File: config.mk
export PLATFORM = sky130hd
export DESIGN_NAME = multi_clip_controller
export DESIGN_NICKNAME = d
export VERILOG_FILES = /design/src/rtl/multi_clip_controller.sv
export SDC_FILE = /design/constraint.sdc
export NUM_CORES = 1
export LEC_CHECK = 0
export BUFFER_PORTS_ARGS = -buffer_cell sky130_fd_sc_hd__buf_4
export CAP_MARGIN = 15
export CORE_MARGIN = 4
export CORE_UTILIZATION = 50
export CTS_CLUSTER_DIAMETER = 30
export DETAILED_ROUTE_END_ITERATION = 10
export GPL_ROUTABILITY_DRIVEN = 0
export PLACE_DENSITY = 0.8
export SETUP_SLACK_MARGIN = 0.02
export SLEW_MARGIN = 15
export SYNTH_ARGS = -nofsm -noshare
export SYNTH_HDL_FRONTEND = slang
export SYNTH_SLANG_ARGS = --single-unit
File: constraint.sdc
create_clock -name clock_i -period 10.6 [get_ports clock_i]
set_clock_uncertainty 0.05 [all_clocks]
set_input_delay 2.12 -clock clock_i [delete_from_list [all_inputs] [get_ports clock_i]]
set_output_delay 2.12 -clock clock_i [all_outputs]
set_load 0.02 [all_outputs]
File: src/rtl/multi_clip_controller.sv
// Record/playback controller for NUM_CLIPS clips sharing one sample address counter.
// Optional macro LOOP_PLAYBACK_EN: playback wraps to address 0 at the clip length instead of stopping.
module multi_clip_controller #(
  parameter int unsigned NUM_CLIPS  = 4,
  parameter int unsigned CLIP_DEPTH = 131072,
  parameter int unsigned ADDR_WIDTH = 17,
  parameter int unsigned SEL_WIDTH  = 4
) (
  input  logic                  clock_i,
  input  logic                  reset_i,
  input  logic                  play_command_i,
  input  logic                  record_command_i,
  input  logic [SEL_WIDTH-1:0]  play_clip_select_i,
  input  logic [SEL_WIDTH-1:0]  record_clip_select_i,
  input  logic                  serializer_done_i,
  input  logic                  deserializer_done_i,
  output logic                  playing_o,
  output logic                  recording_o,
  output logic [SEL_WIDTH-1:0]  active_clip_o,
  output logic                  serializer_enable_o,
  output logic                  deserializer_enable_o,
  output logic [NUM_CLIPS-1:0]  memory_enable_o,
  output logic                  memory_we_o,
  output logic [ADDR_WIDTH-1:0] memory_address_o,
  output logic [ADDR_WIDTH:0]   clip_length_o
);

  typedef enum logic [1:0] {IDLE, PLAY, RECORD} state_e;

  state_e                state_q, state_d;
  logic                  play_prev_q, rec_prev_q;
  logic [SEL_WIDTH-1:0]  active_q, active_d;
  logic [ADDR_WIDTH-1:0] addr_q, addr_d;
  logic [ADDR_WIDTH:0]   len_q [NUM_CLIPS];
  logic                  len_we;
  logic [ADDR_WIDTH:0]   len_wdata;
  logic                  play_edge, rec_edge;
  logic                  play_sel_ok, rec_sel_ok;
  logic [ADDR_WIDTH:0]   addr_inc, active_len, play_sel_len;

  assign play_edge   = play_command_i & ~play_prev_q;
  assign rec_edge    = record_command_i & ~rec_prev_q;
  assign play_sel_ok = 32'(play_clip_select_i) < NUM_CLIPS;
  assign rec_sel_ok  = 32'(record_clip_select_i) < NUM_CLIPS;
  // One bit wider than the address so the final write of a full clip yields CLIP_DEPTH.
  assign addr_inc    = {1'b0, addr_q} + 1'b1;

  always_comb begin
    active_len   = '0;
    play_sel_len = '0;
    for (int unsigned i = 0; i < NUM_CLIPS; i++) begin
      if (active_q == SEL_WIDTH'(i))           active_len   = len_q[i];
      if (play_clip_select_i == SEL_WIDTH'(i)) play_sel_len = len_q[i];
    end
  end

  always_comb begin
    state_d     = state_q;
    active_d    = active_q;
    addr_d      = addr_q;
    len_we      = 1'b0;
    len_wdata   = {1'b0, addr_q};
    memory_we_o = 1'b0;
    case (state_q)
      IDLE: begin
        if (rec_edge && rec_sel_ok) begin
          active_d = record_clip_select_i;
          addr_d   = '0;
          state_d  = RECORD;
        end else if (play_edge && play_sel_ok && play_sel_len != '0) begin
          active_d = play_clip_select_i;
          addr_d   = '0;
          state_d  = PLAY;
        end
      end
      RECORD: begin
        memory_we_o = deserializer_done_i;
        if (rec_edge) begin
          len_we    = 1'b1;
          len_wdata = deserializer_done_i ? addr_inc : {1'b0, addr_q};
          addr_d    = '0;
          state_d   = IDLE;
        end else if (deserializer_done_i) begin
          if (addr_q == ADDR_WIDTH'(CLIP_DEPTH - 1)) begin
            len_we    = 1'b1;
            len_wdata = (ADDR_WIDTH+1)'(CLIP_DEPTH);
            addr_d    = '0;
            state_d   = IDLE;
          end else begin
            addr_d = addr_q + 1'b1;
          end
        end
      end
      PLAY: begin
        if (play_edge) begin
          addr_d  = '0;
          state_d = IDLE;
        end else if (serializer_done_i) begin
          if (addr_inc == active_len) begin
            addr_d = '0;
`ifdef LOOP_PLAYBACK_EN
            state_d = PLAY;
`else
            state_d = IDLE;
`endif
          end else begin
            addr_d = addr_q + 1'b1;
          end
        end
      end
      default: state_d = IDLE;
    endcase
  end

  always_ff @(posedge clock_i) begin
    if (reset_i) begin
      state_q     <= IDLE;
      play_prev_q <= 1'b0;
      rec_prev_q  <= 1'b0;
      active_q    <= '0;
      addr_q      <= '0;
      for (int unsigned i = 0; i < NUM_CLIPS; i++) len_q[i] <= '0;
    end else begin
      state_q     <= state_d;
      play_prev_q <= play_command_i;
      rec_prev_q  <= record_command_i;
      active_q    <= active_d;
      addr_q      <= addr_d;
      for (int unsigned i = 0; i < NUM_CLIPS; i++)
        if (len_we && active_q == SEL_WIDTH'(i)) len_q[i] <= len_wdata;
    end
  end

  always_comb begin
    memory_enable_o = '0;
    if (state_q != IDLE)
      for (int unsigned i = 0; i < NUM_CLIPS; i++)
        if (active_q == SEL_WIDTH'(i)) memory_enable_o[i] = 1'b1;
  end

  assign playing_o             = (state_q == PLAY);
  assign recording_o           = (state_q == RECORD);
  assign serializer_enable_o   = playing_o;
  assign deserializer_enable_o = recording_o;
  assign active_clip_o         = active_q;
  assign memory_address_o      = addr_q;
  assign clip_length_o         = active_len;

endmodule

# ---- Yosys cells after proc, flatten, opt, wreduce, memory -nomap -nowiden
# Memory sizes are Yosys's and may differ from the RTL's.
# Index checks and enable logic that the tools add are counted.
dict set report word_totals {
  reg_bits 25
  input_bits 14
  elab_cells 111
  mem_bits_rw 72
  n_memories 1
  out_inout_bits 48
}
dict set report op_classes {
  addsub 2
  bitwise 8
  reduce_logical 17
  mux 61
  eq_ne 15
  magnitude_cmp 2
}
# memory depth word_bits rd rd_clocked_by_memory_dff wr line_no
set mem_list {}
lappend mem_list {len_q 4 18 4 0 4 34} ;# logic [ADDR_WIDTH:0] len_q [NUM_CLIPS];
# cell n
set ops {}
lappend ops {{18-bit 2-to-1 mux} 17}
lappend ops {{17-bit 2-to-1 mux} 8}
lappend ops {{17-bit one-hot mux with 3 select lines} 1}
lappend ops {{1-bit 2-to-1 mux} 23}
lappend ops {{17-bit by 1-bit adder with 18-bit output, second input constant} 1}
lappend ops {{18-bit equality test} 1}
lappend ops {{18-bit nonzero test} 1}
lappend ops {{17-bit by 1-bit adder with 17-bit output, second input constant} 1}
lappend ops {{17-bit equality test, second input constant} 1}
lappend ops {{4-bit by 2-bit equality test with 1-bit output, second input constant} 4}
lappend ops {{2-bit 2-to-1 mux} 8}
lappend ops {{4-bit 2-to-1 mux} 3}
lappend ops {{4-bit by 1-bit equality test with 1-bit output, second input constant} 2}
lappend ops {{4-bit logical NOT} 2}
lappend ops {{4-bit by 3-bit < comparator with 1-bit output, second input constant} 2}
lappend ops {{1-bit logical AND} 7}
lappend ops {{3-bit by 1-bit inequality test with 1-bit output, second input constant} 2}
lappend ops {{3-bit by 2-bit inequality test with 1-bit output, second input constant} 2}
lappend ops {{2-bit one-hot mux with 3 select lines} 1}
lappend ops {{5-bit AND reduction} 1}
lappend ops {{1-bit bitwise OR} 4}
lappend ops {{4-bit AND reduction} 1}
lappend ops {{2-bit nonzero test} 2}
lappend ops {{3-bit inequality test, second input constant} 1}
lappend ops {{7 further kinds} 9}

# ---- Longest topological paths before layout
# Gate-level depths: netlist of run 1.
dict set report logic_depth {
  ltp_word 10
  ltp_mapped 14
  ltp_nobuf 13
}

# ---- Worst setup path before layout of run 1
# OpenSTA, ideal clock, no wires.
dict set report synth_timing {
  path_type {input port to output port}
  startpoint {input deserializer_done_i}
  endpoint {output memory_we_o}
  path_buffers 0
  slack_ns 5.995
  path_stages 2
  t_required_ns 8.430
  arrival_time_ns 2.435
  path_cell_list {nand2_1 > inv_1}
}
dict set report synth_between {
  elab_chain_len 1
}
# item line_no
set synth_lines {}
lappend synth_lines {{start: declaration} 16} ;# input logic deserializer_done_i,
lappend synth_lines {{1-bit 2-to-1 mux} 64} ;# case (state_q)
lappend synth_lines {{end: declaration} 23} ;# output logic memory_we_o,
# Every way passes these cells.

# ---- Worst setup path after layout of run 1
dict set report layout_timing {
  startpoint {input play_clip_select_i[0]}
  endpoint {register addr_q[10], in the netlist memory_address_o[10]}
}
dict set report layout_between {
  elab_chain_len 9
}
# item line_no
set layout_lines {}
lappend layout_lines {{start: declaration} 13} ;# input logic [SEL_WIDTH-1:0] play_clip_select_i,
lappend layout_lines {{4-bit logical NOT} 53} ;# if (play_clip_select_i == SEL_WIDTH'(i)) play_sel_len = len_q[i];
lappend layout_lines {{18-bit 2-to-1 mux (4 in a row)} 53}
lappend layout_lines {{18-bit nonzero test} 70} ;# end else if (play_edge && play_sel_ok && play_sel_len != '0) begin
lappend layout_lines {{1-bit logical AND *} 70}
lappend layout_lines {{3-bit inequality test (no line) *} -}
lappend layout_lines {{4-bit AND reduction (no line) *} -}
lappend layout_lines {{end signal: assignment} 128} ;# addr_q <= addr_d;
lappend layout_lines {{end: declaration} 33} ;# logic [ADDR_WIDTH-1:0] addr_q, addr_d;
# Every way passes the cells marked *; elsewhere a longest branch is shown, timed or not.
# A chain may end at the register's enable or synchronous reset.

==> reports/qor.csv, run 1 <==
stage,metric,value,unit
run_status,status,finished clean,
die,Core Box Area,0.0108,mm^2
die,num rows,38,
clock_network,worst-skew pair later-pin latency,0.37,ns
worst_setup_path,CP Max Fanout,9,
worst_setup_path,R2R setup slack,6.42,ns
clock_network,CTS Buffer Depth,2,
power_and_ir_drop,Max VDD drop,0.0611,mV
clock_network,CTS sink count,97,
placement,hpwl dp,11.5,mm
global_routing,first-pass GRT wire length,23.9,mm
power_and_ir_drop,internal power,0.570,mW
clock_network,htree depth,3,
final_layout,Filler Cells Inserted,942,
final_layout,P&R area growth vs syn,12.2,%
final_layout,Ant. Diodes,0,
worst_setup_path,Crit. Startpoint,play_clip_select_i[0],
power_and_ir_drop,Leak,2.14,nW
power_and_ir_drop,sequential power share,53.4,%
routing,ANT nets after route,0,
die,Die H,113,um
sta,Slew @ Worst Pin,1.16,ns
min_path,hold crit path type,reg2reg,
synth,Mapped Area,0.00552,mm^2
routing,DRT Pass-1 Iters,5,
sta,part of the cycle the worst path needs,46.1,%
final_layout,Final nets,606,
final_layout,Multi-input gate area,0.00264,mm^2
run,max cap viols,0,
sta,setup violators final,0,
sta,RSZ-0062 raised after global routing,no,
worst_setup_path,capture point of the worst reg-to-reg path,len_q[3][9],
final_layout,"commonest non-fill, non-tap cell in the layout",nor2_1,
min_path,hold path endpoint,state_q[1],
sta,Sum Neg Setup Slack,0,ns
clock_network,Post-CTS Resized,0,
synth,Yosys reg bits,97,
sta,Tmin final,4.89,ns
routing,DR vias,4768,
sta,Final Hold Fails,0,
global_routing,initial antenna violation count,0,
die,die span in x,113,um
die,Ports,62,
final_layout,Register Area,0.00266,mm^2
synth,Avg Synthesized Cell Area,10.2,um^2
power_and_ir_drop,Pwr per Cell Area,130,mW/mm^2
synth,post-synthesis sequential area ratio,48.2,%
worst_setup_path,Worst Setup End Kind,flip-flop,
min_path,hold path depth,2,
placement,buffers added on ports,61,
clock_network,cts hold-fix bufs,0,
synth,syn_nets,563,
clock_network,CTS Buf Count,9,
power_and_ir_drop,Net Switching,0.235,mW
global_routing,pin count of the biggest net entering global routing,34,
worst_setup_path,Worst Setup Start Kind,primary input,
synth,synth top area cells,"edfxtp_1 (39%), dfxtp_1 (9.1%), nor2_1 (6.9%), mux4_1 (3.8%), nor4_1 (2.8%)",
routing,WL final,15.7,mm
global_routing,GRT Residual Overflow,0,
synth,Synth Warn #,0,
power_and_ir_drop,Comb power frac,19.3,%
synth,Synth top area share,39.1,%
die,DIE AREA,0.0128,mm^2
sta,fmax,205,MHz
clock_network,CTS tree,yes,
final_layout,"commonest cells after routing, fill and taps aside","nor2_1 (101), edfxtp_1 (72), buf_4 (67)",
clock_network,Root Buffer,clkbuf_8,
worst_setup_path,Worst Path Arrival,5.12,ns
min_path,hold path start,state_q[1],
synth,Synth Instances,543,
sta,Min Hold Slack,0.457,ns
synth,Yosys top cell by area,edfxtp_1,
sta,Worst slew margin,22.2,%
power_and_ir_drop,Final Total Pwr,0.805,mW
synth,Synth async-reset ratio,0,%
clock_network,Post-CTS Setup Bufs,0,
worst_setup_path,R2R cell count,11,
routing,Wirelength per Cell,21.4,um
worst_setup_path,CP Class,in2reg,
final_layout,layout cell share with drive strength beyond 1,16.1,%
routing,DRC,0,
global_routing,Total GRT Usage,24.1,%
synth,Post-synth EDFFs,72,
synth,Yosys cell types,60,
worst_setup_path,CP required,10.83,ns
global_routing,vias in the first global route,4486,
synth,prevailing post-synth register cell,edfxtp_1,
power_and_ir_drop,clock power share,27.3,%
clock_network,clk slew on worst S/H paths,0.10,ns
power_and_ir_drop,Net Sw Frac,29.2,%
sta,pins over their slew limit,0,
routing,post-DR vias/cell,6.52,
worst_setup_path,R2R Path Start,memory_address_o[0],
die,Initial Utilization,51.0,%
routing,Iter 0 DRT Violations,580,
[synthesized netlist by cell type, types with 5 or more instances]
| master | instances |
|---|---|
| a21o_1 | 5 |
| a21oi_1 | 15 |
| a22oi_1 | 17 |
| and2_1 | 18 |
| and3_1 | 5 |
| buf_4 | 7 |
| clkbuf_1 | 17 |
| dfxtp_1 | 25 |
| edfxtp_1 | 72 |
| ha_1 | 6 |
| inv_1 | 11 |
| mux2i_1 | 10 |
| mux4_1 | 8 |
| mux4_2 | 6 |
| nand2_1 | 33 |
| nand3_1 | 18 |
| nand4_1 | 12 |
| nor2_1 | 102 |
| nor3_1 | 17 |
| nor4_1 | 25 |
| nor4b_1 | 5 |
| o21ai_0 | 17 |
| o22ai_1 | 7 |
| or3_1 | 5 |
| xnor2_1 | 7 |
| xor2_1 | 7 |
[critical path, stage by stage]
cell and delay, ns:
buf_4 0.13, nor4_1 0.28, nand4_1 0.14, nor4_1 0.26, nor3b_1 0.10, o21ai_0 0.44
a21boi_1 0.29, a211oi_1 1.02, a22oi_1 0.23, o31ai_1 0.12
[stage by stage]
step / instances / area, um^2 / setup WS, ns / utilization [%]
5_1_grt: 731 / 6200 / 5.53 / 57.2
2_1_floorplan: 543 / 5520 / 6.00 / -
4_1_cts: 731 / 6190 / 5.75 / 57.1
3_5_place_dp: 715 / 6020 / 5.47 / 55.6
6_report: 731 / 6200 / 5.71 / 57.2
3_3_place_gp: 715 / 6020 / 5.66 / 55.6
[logic make-up (layout without fill, tap and decap cells)]
logic type | after synthesis | after routing | share of synthesized area [%]
xor+xnor | 17 | 17 | 3.44
mux | 24 | 24 | 8.06
compound gates | 94 | 94 | 11.7
fa+ha+maj | 6 | 6 | 1.36
simple gates | 258 | 258 | 23.0
buf+inv | 47 | 95 | 4.24
flops | 97 | 97 | 48.2
[metal layers]
layer  wire [um]  GRT usage, %  vias to the layer above
li1            -             -                     2130
met2        7420          39.5                      286
met1        5940          31.3                     2281
met3        1630          4.33                       71
met4         679          10.7                        0
met5           0             0                        -
[power groups by stage]
| stage | clock [mW] | combinational [mW] | sequential, mW |
|---|---|---|---|
| floorplan | 0 | 0.107 | 0.434 |
| global placement | 0 | 0.151 | 0.437 |
| detailed placement | 0 | 0.153 | 0.439 |
| CTS | 0.223 | 0.154 | 0.430 |
| global route | 0.237 | 0.165 | 0.431 |
| finish | 0.220 | 0.155 | 0.430 |
[registers in the layout (all words and copies together) (netlist names)]
name	count
memory_address_o	17
play_prev_q	1
len_q	72
rec_prev_q	1
active_clip_o	4
state_q	2
[worst max-delay path by stage]
stage | slack, ns | depth (start not counted) | endpoint
final | 5.71 | 10 | memory_address_o[10]
after global routing | 5.53 | 10 | memory_address_o[10]
after CTS | 5.75 | 4 | memory_we_o
after detailed placement | 5.47 | 10 | memory_address_o[10]
after global placement | 5.66 | 10 | memory_address_o[10]
after floorplan | 6.00 | 2 | memory_we_o
[area by class of cell]
type	instances	area share, %
flip-flops and latches	97	43.0
multi-input cells	399	42.6
repair buffers	67	8.12
well taps	140	2.83
clock buffers	10	2.06
inverters	12	0.727
clock inverters	6	0.687
Power figures use the tool's default switching activity.
==> inputs of run 2 (changes only) <==
- clock period: 10.6 -> 5.05 ns (I/O delays scaled with it)
==> reports/qor.csv, run 2 (synthesized netlist as in run 1, its figures left out) <==
stage,metric,value,unit
routing,DRC,0,
power_and_ir_drop,Max VDD drop,0.149,mV
final_layout,P&R area growth vs syn,12.7,%
worst_setup_path,Buf/Inv on CP,1,
final_layout,Filler Cells Inserted,925,
clock_network,worst-skew pair later-pin latency,0.37,ns
clock_network,CTS Buf Count,9,
clock_network,Root Buffer,clkbuf_8,
run_status,status,finished clean,
worst_setup_path,Worst Path Arrival,4.09,ns
power_and_ir_drop,Final Total Pwr,1.73,mW
die,DIE AREA,0.0128,mm^2
sta,part of the cycle the worst path needs,76.3,%
clock_network,CTS tree,yes,
routing,WL final,15.9,mm
sta,Slew @ Worst Pin,0.952,ns
final_layout,Final nets,608,
worst_setup_path,CP Max Fanout,17,
sta,setup violators final,0,
final_layout,final cell count without fillers,732,
worst_setup_path,CP Class,reg2reg,
global_routing,pin count of the biggest net entering global routing,27,
worst_setup_path,Max stage delay on crit path,0.60,ns
global_routing,Total GRT Usage,24.8,%
sta,Tmin final,3.85,ns
global_routing,GRT Residual Overflow,0,
clock_network,Post-CTS Resized,0,
clock_network,CTS Buffer Depth,2,
sta,RSZ-0062 raised after global routing,no,
die,Core Box Area,0.0108,mm^2
power_and_ir_drop,Net Sw Frac,28.1,%
die,Initial Utilization,51.0,%
final_layout,Multi-input gate area,0.00264,mm^2
power_and_ir_drop,Pwr per Cell Area,278,mW/mm^2
sta,pins over their slew limit,0,
worst_setup_path,Worst Setup End Kind,flip-flop,
final_layout,Largest register FFs,72,
routing,Iter 0 DRT Violations,802,
sta,Worst slew margin,36.4,%
global_routing,first-pass GRT wire length,24.7,mm
power_and_ir_drop,Leak,2.15,nW
power_and_ir_drop,clock power share,28.9,%
clock_network,clk slew on worst S/H paths,0.10,ns
sta,Final Hold Fails,0,
power_and_ir_drop,Net Switching,0.488,mW
worst_setup_path,Worst Setup Start Kind,flip-flop,
global_routing,vias in the first global route,4543,
power_and_ir_drop,sequential power share,52.4,%
run,max cap viols,0,
sta,Sum Neg Setup Slack,0,ns
worst_setup_path,"CP delay by family, top",simple AND/OR/NAND/NOR gates,
worst_setup_path,CP required,5.29,ns
sta,Min Hold Slack,0.461,ns
placement,placed cell count,717,
power_and_ir_drop,internal power,1.25,mW
die,Die H,113,um
routing,post-DR vias/cell,6.55,
placement,buffers added on ports,61,
routing,ANT nets after route,0,
die,num rows,38,
global_routing,initial antenna violation count,0,
final_layout,Register Area,0.00266,mm^2
routing,DR vias,4797,
routing,DRT Pass-1 Iters,7,
final_layout,"commonest non-fill, non-tap cell in the layout",nor2_1,
power_and_ir_drop,Comb power frac,18.7,%
clock_network,Post-CTS Setup Bufs,0,
final_layout,Biggest register,len_q,
final_layout,layout cell share with drive strength beyond 1,16.2,%
min_path,hold crit path type,reg2reg,
clock_network,cts hold-fix bufs,0,
worst_setup_path,slowest CP cell,dfxtp_1,
sta,fmax,260,MHz
die,Ports,62,
clock_network,htree depth,3,
clock_network,CTS sink count,97,
die,die span in x,113,um
worst_setup_path,crit path cell chain,ha_1 -> nand4_1 -> nor3_1 -> nand2_1 -> inv_1 -> ha_1 -> xor2_1 -> nor4_1 -> nand4_1 -> o21bai_4 -> a21boi_4 -> nand2_1 -> o31ai_1,
routing,Wirelength per Cell,21.7,um
placement,hpwl dp,11.8,mm
final_layout,Ant. Diodes,0,
final_layout,"commonest cells after routing, fill and taps aside","nor2_1 (101), edfxtp_1 (72), buf_4 (69)",
-- run 2: cell count changes in the layout (fill, tap and decap cells not counted) --
cell	before	now
bufinv_16	0	1
buf_4	67	69
inv_6	2	1
clkinvlp_4	1	0
clkinv_2	1	0
clkinvlp_2	0	1
-- run 2: area by class of cell --
type,count,share of cell area [%]
clock buffer,10,2.05
clock inverter,5,0.905
inverter,12,0.724
multi-input combinational,399,42.4
sequential,97,42.8
tap,140,2.81
timing repair buffer,69,8.32
-- run 2: metrics by stage --
stage	utilization, %	worst slack (ns)	instance area, um^2
global placement	55.7	1.40	6040
global route	57.4	0.872	6220
CTS	57.4	1.28	6220
floorplan	-	1.21	5520
detailed placement	55.7	1.28	6040
finish	57.4	1.20	6220
-- run 2: worst min-delay path: stages (launching register included) --
cell,delay (ns)
dfxtp_1,0.34
nand2_1,0.07
o22ai_1,0.06
-- run 2: worst paths after layout --
path / start / endpoint / slack [ns] / cells after the start
hold reg to reg: state_q[1] / state_q[1] / 0.46 / 2
setup / recovery: memory_address_o[0] / memory_address_o[10] / 1.20 / 13
setup reg to reg: memory_address_o[0] / memory_address_o[10] / 1.20 / 13
hold / removal: state_q[1] / state_q[1] / 0.46 / 2
-- run 2: layer usage --
| layer | share of wire (%) | global-route usage (%) | up-vias |
|---|---|---|---|
| met3 | 9.1 | 3.85 | 55 |
| met2 | 48 | 40.7 | 279 |
| li1 | - | - | 2128 |
| met1 | 39 | 33.0 | 2335 |
| met4 | 3.6 | 10.3 | 0 |
| met5 | 0 | 0 | - |
-- run 2: power groups by stage --
stage,combinational (mW),clock (mW),sequential (mW)
CTS,0.320,0.508,0.907
detailed placement,0.319,0,0.926
floorplan,0.226,0,0.911
global placement,0.315,0,0.924
finish,0.323,0.501,0.909
global route,0.344,0.538,0.912
==> inputs of run 3 (changes only) <==
- clock period: 5.05 -> 3.8 ns (I/O delays scaled with it)
==> reports/qor.csv, run 3 (synthesized netlist as in run 1, its figures left out) <==
stage,metric,value,unit
run_status,status,finished clean,
clock_network,htree depth,3,
die,DIE AREA,0.0128,mm^2
die,Core Box Area,0.0108,mm^2
sta,Slew @ Worst Pin,0.795,ns
power_and_ir_drop,Final Total Pwr,2.27,mW
final_layout,P&R area growth vs syn,13.9,%
power_and_ir_drop,Max VDD drop,0.222,mV
clock_network,CTS Buf Count,9,
final_layout,"commonest non-fill, non-tap cell in the layout",nor2_1,
final_layout,Largest register FFs,72,
routing,post-DR vias/cell,6.46,
min_path,hold crit path type,reg2reg,
worst_setup_path,crit path cell chain,mux4_2 -> nand3b_1 -> nor4b_1 -> nor3_1 -> or4_4 -> o21bai_4 -> a21boi_4 -> nand2_1 -> o21ai_0,
power_and_ir_drop,Pwr per Cell Area,362,mW/mm^2
die,num rows,38,
clock_network,CTS tree,yes,
sta,fmax,284,MHz
routing,Iter 0 DRT Violations,549,
sta,pins over their slew limit,0,
sta,Min Hold Slack,0.441,ns
clock_network,cts hold-fix bufs,0,
placement,hpwl dp,11.7,mm
routing,DR vias,4777,
sta,setup violators final,0,
routing,ANT nets after route,0,
sta,Tmin final,3.52,ns
worst_setup_path,Worst Setup End Kind,flip-flop,
sta,Worst slew margin,46.6,%
die,Ports,62,
global_routing,first-pass GRT wire length,24.3,mm
clock_network,CTS sink count,97,
routing,Wirelength per Cell,21.0,um
global_routing,GRT Residual Overflow,0,
final_layout,"commonest cells after routing, fill and taps aside","nor2_1 (102), buf_4 (74), edfxtp_1 (72)",
global_routing,initial antenna violation count,0,
final_layout,Final nets,614,
clock_network,Root Buffer,clkbuf_8,
worst_setup_path,Buf/Inv on CP,0,
clock_network,worst-skew pair later-pin latency,0.38,ns
worst_setup_path,slowest CP cell,dfxtp_1,
final_layout,final cell count without fillers,739,
placement,buffers added on ports,61,
final_layout,post-layout util,58.0,%
routing,WL final,15.5,mm
routing,DRC,0,
global_routing,pin count of the biggest net entering global routing,34,
clock_network,CTS Buffer Depth,2,
die,die span in x,113,um
sta,part of the cycle the worst path needs,92.6,%
global_routing,Total GRT Usage,24.5,%
run,max cap viols,0,
routing,DRT Pass-1 Iters,6,
final_layout,layout cell share with drive strength beyond 1,17.7,%
worst_setup_path,CP Class,reg2reg,
placement,placed cell count,722,
worst_setup_path,"CP delay by family, top",simple AND/OR/NAND/NOR gates,
die,Die H,113,um
worst_setup_path,Worst Path Arrival,3.72,ns
worst_setup_path,CP required,4.00,ns
worst_setup_path,Worst Setup Start Kind,flip-flop,
final_layout,Ant. Diodes,0,
final_layout,Biggest register,len_q,
sta,Final Hold Fails,0,
worst_setup_path,Max stage delay on crit path,0.82,ns
die,Initial Utilization,51.0,%
clock_network,clk slew on worst S/H paths,0.10,ns
global_routing,vias in the first global route,4510,
worst_setup_path,CP Max Fanout,18,
power_and_ir_drop,Leak,2.18,nW
sta,RSZ-0062 raised after global routing,no,
## run 3: changes by cell type in the layout (fill, tap and decap cells not counted), moves of 2 or more
cell | previous run | this run
buf_4 | 69 | 74
nor4_2 | 0 | 2
inv_6 | 1 | 3
nor4_1 | 25 | 23
## run 3: report_power, final
part | switching, mW | internal, mW | leakage (nW)
logic | 0.256 | 0.191 | 1.14
clock network | 0.384 | 0.247 | 0.0916
registers | 0.0291 | 1.17 | 0.946
## run 3: area by class of cell
| cell class | count | area, um^2 |
|---|---|---|
| repair buffers | 75 | 576 |
| multi-input cells | 399 | 2660 |
| fillers | 893 | 4550 |
| inverters | 12 | 45.0 |
| clock inverters | 6 | 48.8 |
| clock buffers | 10 | 128 |
| well taps | 140 | 175 |
| flip-flops and latches | 97 | 2660 |
## run 3: final timing paths
| check | slack [ns] | depth (start not counted) | end | from |
|---|---|---|---|---|
| hold / removal | 0.44 | 2 | state_q[1] | state_q[1] |
| setup / recovery | 0.28 | 9 | memory_address_o[8] | active_clip_o[1] |
| hold reg to reg | 0.44 | 2 | state_q[1] | state_q[1] |
| setup reg to reg | 0.28 | 9 | memory_address_o[8] | active_clip_o[1] |
## run 3: worst reg2reg max path, stage by stage, from the launching register on
cell	delay [ns]
dfxtp_1	0.82
mux4_2	0.48
nand3b_1	0.20
nor4b_1	0.34
nor3_1	0.14
or4_4	0.59
o21bai_4	0.20
a21boi_4	0.16
nand2_1	0.29
o21ai_0	0.13
## run 3: stage by stage
stage               setup slack [ns]  cell area (um^2)  TNS [ns]
floorplan                    -0.0444              5520     -1.60
global placement               0.441              6090         0
detailed placement             0.288              6090         0
CTS                            0.270              6260         0
global route                   0.134              6290         0
finish                         0.283              6290         0
## run 3: what timing repair did
action / CTS / global route
setup endpoints to repair: 0 / 28
setup buffers: 0 / 1
resized for setup: 0 / 3
## run 3: per-layer routing
| layer | wire length, um | up-vias | track usage, % |
|---|---|---|---|
| met4 | 610 | 0 | 12.4 |
| met5 | 0 | - | 0 |
| met2 | 7420 | 304 | 39.1 |
| met1 | 6050 | 2276 | 31.9 |
| li1 | - | 2139 | - |
| met3 | 1440 | 58 | 4.76 |
